`config.mk`:
```
export PLATFORM = sky130hd
export DESIGN_NAME = dm_access_unit
export DESIGN_NICKNAME = d
export VERILOG_FILES = /design/src/rtl/dm_pkg.sv /design/src/rtl/dm_load_format.sv /design/src/rtl/dm_access_unit.sv
export SDC_FILE = /design/constraint.sdc
export NUM_CORES = 1
export LEC_CHECK = 0
export CAP_MARGIN = 20
export CORE_AREA = 2 2 111 113
export CTS_BUF_LIST = sky130_fd_sc_hd__clkbuf_4 sky130_fd_sc_hd__clkbuf_8
export DETAILED_ROUTE_END_ITERATION = 8
export DIE_AREA = 0 0 113 115
export GPL_TIMING_DRIVEN = 0
export HOLD_SLACK_MARGIN = 0.1
export PLACE_DENSITY = 0.87
export SYNTH_ARGS = -nofsm -noshare
export SYNTH_HDL_FRONTEND = slang
export SYNTH_SLANG_ARGS = --single-unit
```
`constraint.sdc`:
```
create_clock -name clk -period 3.9 [get_ports clk]
set_input_delay 0.78 -clock clk [delete_from_list [all_inputs] [get_ports clk]]
set_output_delay 0.78 -clock clk [all_outputs]
set_load 0.03 [all_outputs]
```
`src/rtl/dm_pkg.sv`:
```
// Shared definitions for the data-memory access path: dm_ctrl access codes
// (also used by the decoder) and the access unit's state encoding.
package dm_pkg;

  localparam logic [2:0] DM_WORD  = 3'b000;
  localparam logic [2:0] DM_HALF  = 3'b001;
  localparam logic [2:0] DM_HALFU = 3'b010;
  localparam logic [2:0] DM_BYTE  = 3'b011;
  localparam logic [2:0] DM_BYTEU = 3'b100;

  typedef enum logic [1:0] {
    IDLE = 2'd0,
    BUS  = 2'd1,
    DONE = 2'd2,
    ERR  = 2'd3
  } dm_state_e;

  // Unknown dm_ctrl codes behave as word accesses everywhere.
  function automatic logic dm_misaligned(input logic [2:0] ctrl, input logic [1:0] lo);
    case (ctrl)
      DM_HALF, DM_HALFU: return lo[0];
      DM_BYTE, DM_BYTEU: return 1'b0;
      default:           return lo != 2'b00;
    endcase
  endfunction

endpackage

```
`src/rtl/dm_load_format.sv`:
```
// Load data formatting: picks the addressed byte/half lane out of the bus
// word and sign- or zero-extends it to 32 bits.
module dm_load_format
  import dm_pkg::*;
(
  input  logic [31:0] rdata_word,
  input  logic [1:0]  addr_lo,
  input  logic [2:0]  dm_ctrl,
  output logic [31:0] rdata_fmt
);

  logic [15:0] half_lane;
  logic [7:0]  byte_lane;

  always_comb begin
    half_lane = addr_lo[1] ? rdata_word[31:16] : rdata_word[15:0];
    case (addr_lo)
      2'd0:    byte_lane = rdata_word[7:0];
      2'd1:    byte_lane = rdata_word[15:8];
      2'd2:    byte_lane = rdata_word[23:16];
      default: byte_lane = rdata_word[31:24];
    endcase
  end

  always_comb begin
    case (dm_ctrl)
      DM_HALF:  rdata_fmt = {{16{half_lane[15]}}, half_lane};
      DM_HALFU: rdata_fmt = {16'h0000, half_lane};
      DM_BYTE:  rdata_fmt = {{24{byte_lane[7]}}, byte_lane};
      DM_BYTEU: rdata_fmt = {24'h000000, byte_lane};
      default:  rdata_fmt = rdata_word;
    endcase
  end

endmodule

```
`src/rtl/dm_access_unit.sv`:
```
// MEM-stage load/store responder: turns one load or store into a single
// word-addressed bus transaction, stalling the pipeline until it completes.
module dm_access_unit
  import dm_pkg::*;
#(
  parameter int ADDR_W      = 30,
  parameter int TIMEOUT_CYC = 16
) (
  input  logic              clk,
  input  logic              rstn,
  input  logic              mem_read_i,
  input  logic              mem_write_i,
  input  logic [2:0]        dm_ctrl_i,
  input  logic [31:0]       addr_i,
  input  logic [31:0]       wdata_i,
  output logic              stall_o,
  output logic [31:0]       rdata_o,
  output logic              rdata_valid_o,
  output logic              misalign_o,
  output logic              bus_err_o,
  output logic              bus_req_o,
  output logic              bus_we_o,
  output logic [ADDR_W-1:0] bus_addr_o,
  output logic [3:0]        bus_be_o,
  output logic [31:0]       bus_wdata_o,
  input  logic              bus_ack_i,
  input  logic [31:0]       bus_rdata_i
);

  localparam int CNT_W = $clog2(TIMEOUT_CYC + 1);

  // Bus handshake: bus_req_o rises with all bus_* fields already valid and
  // holds them unchanged until the cycle bus_ack_i is sampled high (that cycle
  // completes the transfer) or the timeout fires; ack outside BUS is ignored.
  dm_state_e         state;
  logic [CNT_W-1:0]  tmo_cnt;
  logic [CNT_W-1:0]  cnt_next;
  logic              we_q;
  logic [2:0]        ctrl_q;
  logic [1:0]        lane_q;
  logic              req;
  logic [3:0]        be_calc;
  logic [31:0]       wdata_calc;
  logic [31:0]       load_word;

  assign req      = mem_read_i | mem_write_i;
  assign cnt_next = tmo_cnt + 1'b1;
  assign stall_o  = rstn & (((state == IDLE) & req) | (state == BUS));

  always_comb begin
    be_calc    = 4'b1111;
    wdata_calc = wdata_i;
    case (dm_ctrl_i)
      DM_HALF, DM_HALFU: begin
        wdata_calc = {2{wdata_i[15:0]}};
        if (mem_write_i) be_calc = addr_i[1] ? 4'b1100 : 4'b0011;
      end
      DM_BYTE, DM_BYTEU: begin
        wdata_calc = {4{wdata_i[7:0]}};
        if (mem_write_i) be_calc = 4'b0001 << addr_i[1:0];
      end
      default: ;
    endcase
  end

  dm_load_format u_load_format (
    .rdata_word (bus_rdata_i),
    .addr_lo    (lane_q),
    .dm_ctrl    (ctrl_q),
    .rdata_fmt  (load_word)
  );

  always_ff @(posedge clk) begin
    if (!rstn) begin
      state         <= IDLE;
      tmo_cnt       <= '0;
      we_q          <= 1'b0;
      ctrl_q        <= DM_WORD;
      lane_q        <= 2'b00;
      rdata_o       <= 32'h0;
      rdata_valid_o <= 1'b0;
      misalign_o    <= 1'b0;
      bus_err_o     <= 1'b0;
      bus_req_o     <= 1'b0;
      bus_we_o      <= 1'b0;
      bus_addr_o    <= '0;
      bus_be_o      <= 4'b0000;
      bus_wdata_o   <= 32'h0;
    end else begin
      rdata_valid_o <= 1'b0;
      misalign_o    <= 1'b0;
      bus_err_o     <= 1'b0;
      case (state)
        IDLE: begin
          if (req) begin
            we_q    <= mem_write_i;
            ctrl_q  <= dm_ctrl_i;
            lane_q  <= addr_i[1:0];
            tmo_cnt <= '0;
            if (dm_misaligned(dm_ctrl_i, addr_i[1:0])) begin
              state      <= ERR;
              misalign_o <= 1'b1;
              rdata_o    <= 32'h0;
            end else begin
              state       <= BUS;
              bus_req_o   <= 1'b1;
              bus_we_o    <= mem_write_i;
              bus_addr_o  <= addr_i[ADDR_W+1:2];
              bus_be_o    <= be_calc;
              bus_wdata_o <= wdata_calc;
            end
          end
        end
        BUS: begin
          if (bus_ack_i) begin
            state     <= DONE;
            bus_req_o <= 1'b0;
            if (!we_q) begin
              rdata_o       <= load_word;
              rdata_valid_o <= 1'b1;
            end
          end else if (cnt_next == CNT_W'(TIMEOUT_CYC)) begin
            state     <= ERR;
            bus_req_o <= 1'b0;
            bus_err_o <= 1'b1;
            rdata_o   <= 32'h0;
            tmo_cnt   <= cnt_next;
          end else begin
            tmo_cnt <= cnt_next;
          end
        end
        DONE: begin
          state   <= IDLE;
          tmo_cnt <= '0;
        end
        default: begin
          state   <= IDLE;
          tmo_cnt <= '0;
        end
      endcase
    end
  end

endmodule

```
Word level (Yosys, flattened, before mapping):

Cells that the tools add are included.
Widths: inputs -> output; s select.

* register bits after elaboration: 116
* bits in latches: 0
* bits in writable memories: 0
* bits in read-only memories: 0
* output and inout port bits: 104
* memories kept: 0

* add/sub/neg operators: 1
* multiply operators: 0
* div/mod/pow operators: 0
* order comparisons: 0
* eq/ne operators: 18
* shift operators: 1
* multiplexer cells: 34
* bitwise gates (word level): 7
* reduce and logical (&&, ||, !) cells: 15

Operators by type and width (count)
* $mux 32: 5
* $pmux 32 s2: 2
* $pmux 32 s4: 1
* $pmux 8 s3: 1
* $mux 16: 1
* $eq 3x2->1 const B: 4
* $mux 4: 3
* $mux 1: 10
* $mux 5: 2
* $pmux 5 s2: 1
* $reduce_and 3->1: 3
* $mux 2: 4
* $pmux 4 s2: 1
* $eq 3x1->1 const B: 2
* $eq 3x3->1 const B: 2
* $ne 2x2->1 const B: 3
* $reduce_and 2->1: 3
* $add 5x1->5 const B: 1
* $eq 5x5->1 const B: 1
* $reduce_and 5->1: 1
* $eq 2x1->1 const B: 2
* $logic_not 2->1: 2
* $pmux 1 s2: 2
* $pmux 2 s2: 1
* 12 further kinds: 18

Depth between registers and ports, before layout:

* depth after elaboration: 9
* gate-level depth with buffers: 10

Cells and area by module:

From an unflattened synthesis, not the netlist that was laid out.

* cell total of the unflattened synthesis: 661
* area total of the unflattened synthesis: 5864.4 sq um

By module, submodules not included
* dm_access_unit: times used 1, cells an instance 510, area each 4725.8 sq um, sequential area each 2322.2 sq um
* dm_load_format: times used 1, cells an instance 151, area each 1138.6 sq um, sequential area each 0.0 sq um

Least setup slack after synthesis:

OpenSTA, ideal clock, no wires.

* path type: input to output
* start point: input port mem_write_i
* end point: output port stall_o
* arrival time: 1.755 ns
* required time: 3.120 ns
* setup slack: 1.365 ns
* cell stages on the path: 4
* buffers on the path: 1
* path through: clkbuf_1 > nor3_1 > nor2_1 > and2_1

* word-level cells in the longest chain between the ends: 4

RTL lines
* start: declaration: RTL line dm_access_unit.sv:12 `input logic mem_write_i,`
* $or 1x1->1: RTL line dm_access_unit.sv:46 `assign req = mem_read_i | mem_write_i;`
* $and 1x1->1: RTL line dm_access_unit.sv:48 `assign stall_o = rstn & (((state == IDLE) & req) | (state == BUS));`
* $or 1x1->1: RTL line dm_access_unit.sv:48
* $and 1x1->1: RTL line dm_access_unit.sv:48
* end: declaration: RTL line dm_access_unit.sv:16 `output logic stall_o,`

No other way between the ends.

Worst setup path after layout:

* start point: input port mem_read_i
* end point: output port stall_o

* word-level cells in the longest chain between the ends: 4

RTL lines
* start: declaration: RTL line dm_access_unit.sv:11 `input logic mem_read_i,`
* $or 1x1->1: RTL line dm_access_unit.sv:46
* $and 1x1->1: RTL line dm_access_unit.sv:48
* $or 1x1->1: RTL line dm_access_unit.sv:48
* $and 1x1->1: RTL line dm_access_unit.sv:48

No other way between the ends.

==> metrics.md <==
| Metric | Value |
|---|---|
| Outcome | `complete, but fails checks` |
| Violated checks | `DRC` |
| Clk root buf | `clkbuf_8` |
| Cts hold-fix bufs | `0` |
| Final Non-Filler Cells | `approximately 1100` |
| Clock Path Buffers | `2` |
| Average size of a mapped cell | `slightly below 9 um2` |
| Post-synthesis mux area share | `0.108` |
| DR vias/cell | `5.71` |
| Core area | `about 12000 um2` |
| CP Data Required Time | `around 3100 ps` |
| Final HPWL DP | `between 10000 and 15000 um` |
| Slew @ Worst Pin | `944 ps` |
| Initial antenna violation count | `0` |
| Post-synth top cells | `141 x nand2_1, 116 x dfxtp_1, 57 x o21ai_0` |
| CP Class | `in2out` |
| WP depth | `5` |
| Core Util, Final | `0.715` |
| CTS tree | `built` |
| Met3 global-route usage | `0.0764` |
| Slowest CP cell | `clkdlybuf4s50_1` |
| Final Cycle Share | `0.942` |
| Worst Path Buf+Inv | `2` |
| WL final | `approximately 18000 um` |
| First-pass GRT wire length | `slightly below 30000 um` |
| Synth-to-Final Area Change | `44.9%` |
| Flops & latches, synth | `approximately 120` |
| F_max | `between 0.2 and 0.3 GHz` |
| Hold_sp | `rdata_o[6]` |
| Synth Area in XOR/XNOR | `0.00752` |
| Async SR Flop Fraction | `0` |
| Placed instance count | `between 1000 and 1500` |
| EDFF count, synth | `0` |
| Diode count | `0` |
| Setup violators final | `0` |
| Synth top area cells | `dfxtp_1 40%, nand2_1 9.1%, mux2i_1 7.7%, a21boi_0 5.2%, o21ai_0 4.9%` |
| Syn Inst Count | `670` |
| CP Capture Type | `primary output` |
| Post-CTS Resized | `0` |
| Top Family by Delay on Critical Path | `buffers and inverters` |
| Total CTS buffers | `17` |
| Rel. slew slack | `0.366` |
| Critical path arrival | `just under 3000 ps` |
| Syn Nets | `775` |
| Slowest cell delay on critical path | `approximately 680 ps` |
| Critical Path Start Type | `input port` |
| Primary FF master, synth | `dfxtp_1` |
| Chip width | `around 110 um` |
| Initial Util | `0.493` |
| DR vias | `6014` |
| Clock net sink count | `approximately 120` |
| Top-Level Pins | `208` |
| Main combinational cell family by area after synthesis | `compound AO/OA/AOI/OAI gates` |
| Hold depth | `2` |
| Post-CTS repair timing setup buffer count | `0` |
| Clk_lat worst skew | `roughly 450 ps` |
| Final Hold Viols | `0` |
| Leading area contributor after synthesis | `dfxtp_1` |
| CP cell instances | `clkdlybuf4s50_1 -> nor3_1 -> nor2_1 -> and2_1 -> clkdlybuf4s50_1` |
| CTS H-tree lvls | `4` |
| Largest net degree at the start of global routing | `17` |
| Port Buffer Count | `just over 200` |
| GPL Wtd Cong | `approximately 0.9` |
| Met2 global-route usage | `0.469` |
| Worst r2r path cells | `10` |
| # DRC | `8` |
| Clk pin slew, worst setup/hold paths | `about 70 ps` |
| # rows | `40` |
| Complex-gate fraction of the synthesized area | `0.266` |
| Simple-gate area share of the yosys netlist | `0.169` |
| Layout Nets | `around 1000` |
| RSZ-0062 raised after global routing | `false` |
| Adder-cell area share of the yosys netlist | `0.00215` |
| Peak VDD IR | `0.333 mV` |
| FF-to-FF Start | `state[1]` |
| Area of the die | `about 13000 um2` |
| Die height | `115 um` |
| Crit path from | `mem_read_i` |
| Worst-path fanout max | `8` |
| Most frequent CP cell | `clkdlybuf4s50_1` |
| Synth warnings | `0` |
| Layout cells sized above 1 | `0.0882` |
| Drt first pass iters | `7` |
| Power per cell area | `424 nW/um2` |
| Tot GR Track Use | `0.284` |
| Number of max-cap violations | `0` |
| Max-slew violation count | `0` |
| Setup TNS | `0 ps` |
| DR WL/cell | `17.5 um` |
| Number of routed nets with antenna violations | `0` |
| GR peak layer | `met2` |
| GRT overflow | `0` |
| Fin crit period | `around 3700 ps` |
| Synth cell types | `51` |
| Met1 usage | `0.352` |
| Detailed Route Iter0 Violations | `between 500 and 600` |
| Worst Skew | `roughly 16 ps` |
| Mapped Area | `~5800 um2` |
| Post-synth top area share | `0.399` |
| Leakage | `between 3 and 4 nW` |
| Register area share after synthesis | `0.399` |
| Worst hold path type | `reg2reg` |
| Top-count cell post-synth | `nand2_1` |
| Via count of the first global-routing pass | `5883` |
## worst register-to-register path, delay by kind of cell, from the launching register on
| kind | cells | cell delay [ps] |
|---|---|---|
| compound gates | 2 | 340 |
| simple gates | 3 | 460 |
| flops | 1 | 300 |
| buf+inv | 5 | 1080 |
## cell families after synthesis
group | count (synthesis)
buffers and inverters | 60
flip-flops | 116
AND/OR/NAND/NOR | 214
adder cells (fa/ha/maj) | 1
XOR/XNOR | 5
AO/OA/AOI/OAI | 221
multiplexers | 53
## cells in the final DEF (no fill, tap or decap), types with 3 or more instances in the layout
cell | netlist | final
clkdlybuf4s50_1 | 0 | 205
nand2_1 | 141 | 141
dfxtp_1 | 116 | 116
o21ai_0 | 57 | 57
a21oi_1 | 47 | 47
mux2i_1 | 45 | 45
a21boi_0 | 40 | 40
clkbuf_1 | 30 | 30
nor2_1 | 21 | 21
clkbuf_8 | 0 | 21
buf_2 | 17 | 17
nor2b_1 | 12 | 12
o32ai_2 | 10 | 10
o221ai_1 | 9 | 9
o211a_1 | 8 | 8
nor4bb_1 | 8 | 8
mux4_2 | 8 | 8
a2bb2oi_1 | 8 | 8
o311ai_0 | 7 | 7
a21o_1 | 7 | 7
o32ai_1 | 6 | 6
and2_1 | 5 | 5
buf_1 | 5 | 5
nand2b_1 | 5 | 5
nand3_1 | 5 | 5
a31oi_1 | 5 | 5
clkinv_2 | 0 | 5
buf_4 | 4 | 4
o22ai_1 | 4 | 4
nor3b_1 | 4 | 4
o21a_1 | 3 | 3
xnor2_1 | 3 | 3
o21ai_1 | 3 | 3
and3_1 | 3 | 3
clkinvlp_4 | 0 | 3
## worst paths after layout
path                                       end  slack, ps
worst max register to register  bus_wdata_o[7]       1630
worst max-delay path                   stall_o        230
worst min-delay path                rdata_o[6]        460
worst min register to register      rdata_o[6]        460
## stage by stage
stage | total power [W] | hold WS (ps) | setup WS (ps) | cell area [um2]
after global routing | 0.00374 | 480 | 173 | 8440
final | 0.00358 | 456 | 227 | 8440
after floorplan | 0.00206 | 423 | 1370 | 5820
after CTS | 0.00358 | 460 | 282 | 8440
after global placement | 0.00250 | 444 | 295 | 8060
after detailed placement | 0.00251 | 451 | 300 | 8060
## where the power goes
group | switching (W) | leakage (nW) | internal [W]
Clock | 0.000487 | 0.194 | 0.000579
Combinational | 0.000687 | 1.95 | 0.000485
Sequential | 0.0000529 | 0.947 | 0.00129
Total | 0.00123 | 3.09 | 0.00235
## routing by layer
layer	up-vias	share of wire
met5	-	0
met4	0	0.033
met3	52	0.081
met2	307	0.48
met1	2801	0.41
li1	2854	-
## final cells by class
type | count | area (um2)
Timing Repair Buffer | 205 | 2050
Inverter | 1 | 3.75
Multi-Input combinational cell | 494 | 3220
Buffer | 59 | 274
Fill cell | 915 | 3370
Clock buffer | 23 | 304
Tap cell | 147 | 184
Sequential cell | 116 | 2320
Clock inverter | 9 | 77.6
## state kept, by name, summed over array words and instances (netlist names)
| register | flops |
|---|---|
| bus_addr_o | 30 |
| bus_be_o | 4 |
| bus_err_o | 1 |
| bus_req_o | 1 |
| bus_wdata_o | 32 |
| bus_we_o | 1 |
| ctrl_q | 3 |
| lane_q | 2 |
| misalign_o | 1 |
| rdata_o | 32 |
| rdata_valid_o | 1 |
| state | 2 |
| tmo_cnt | 5 |
| we_q | 1 |
Note: power is estimated with default switching activity, not from simulation.
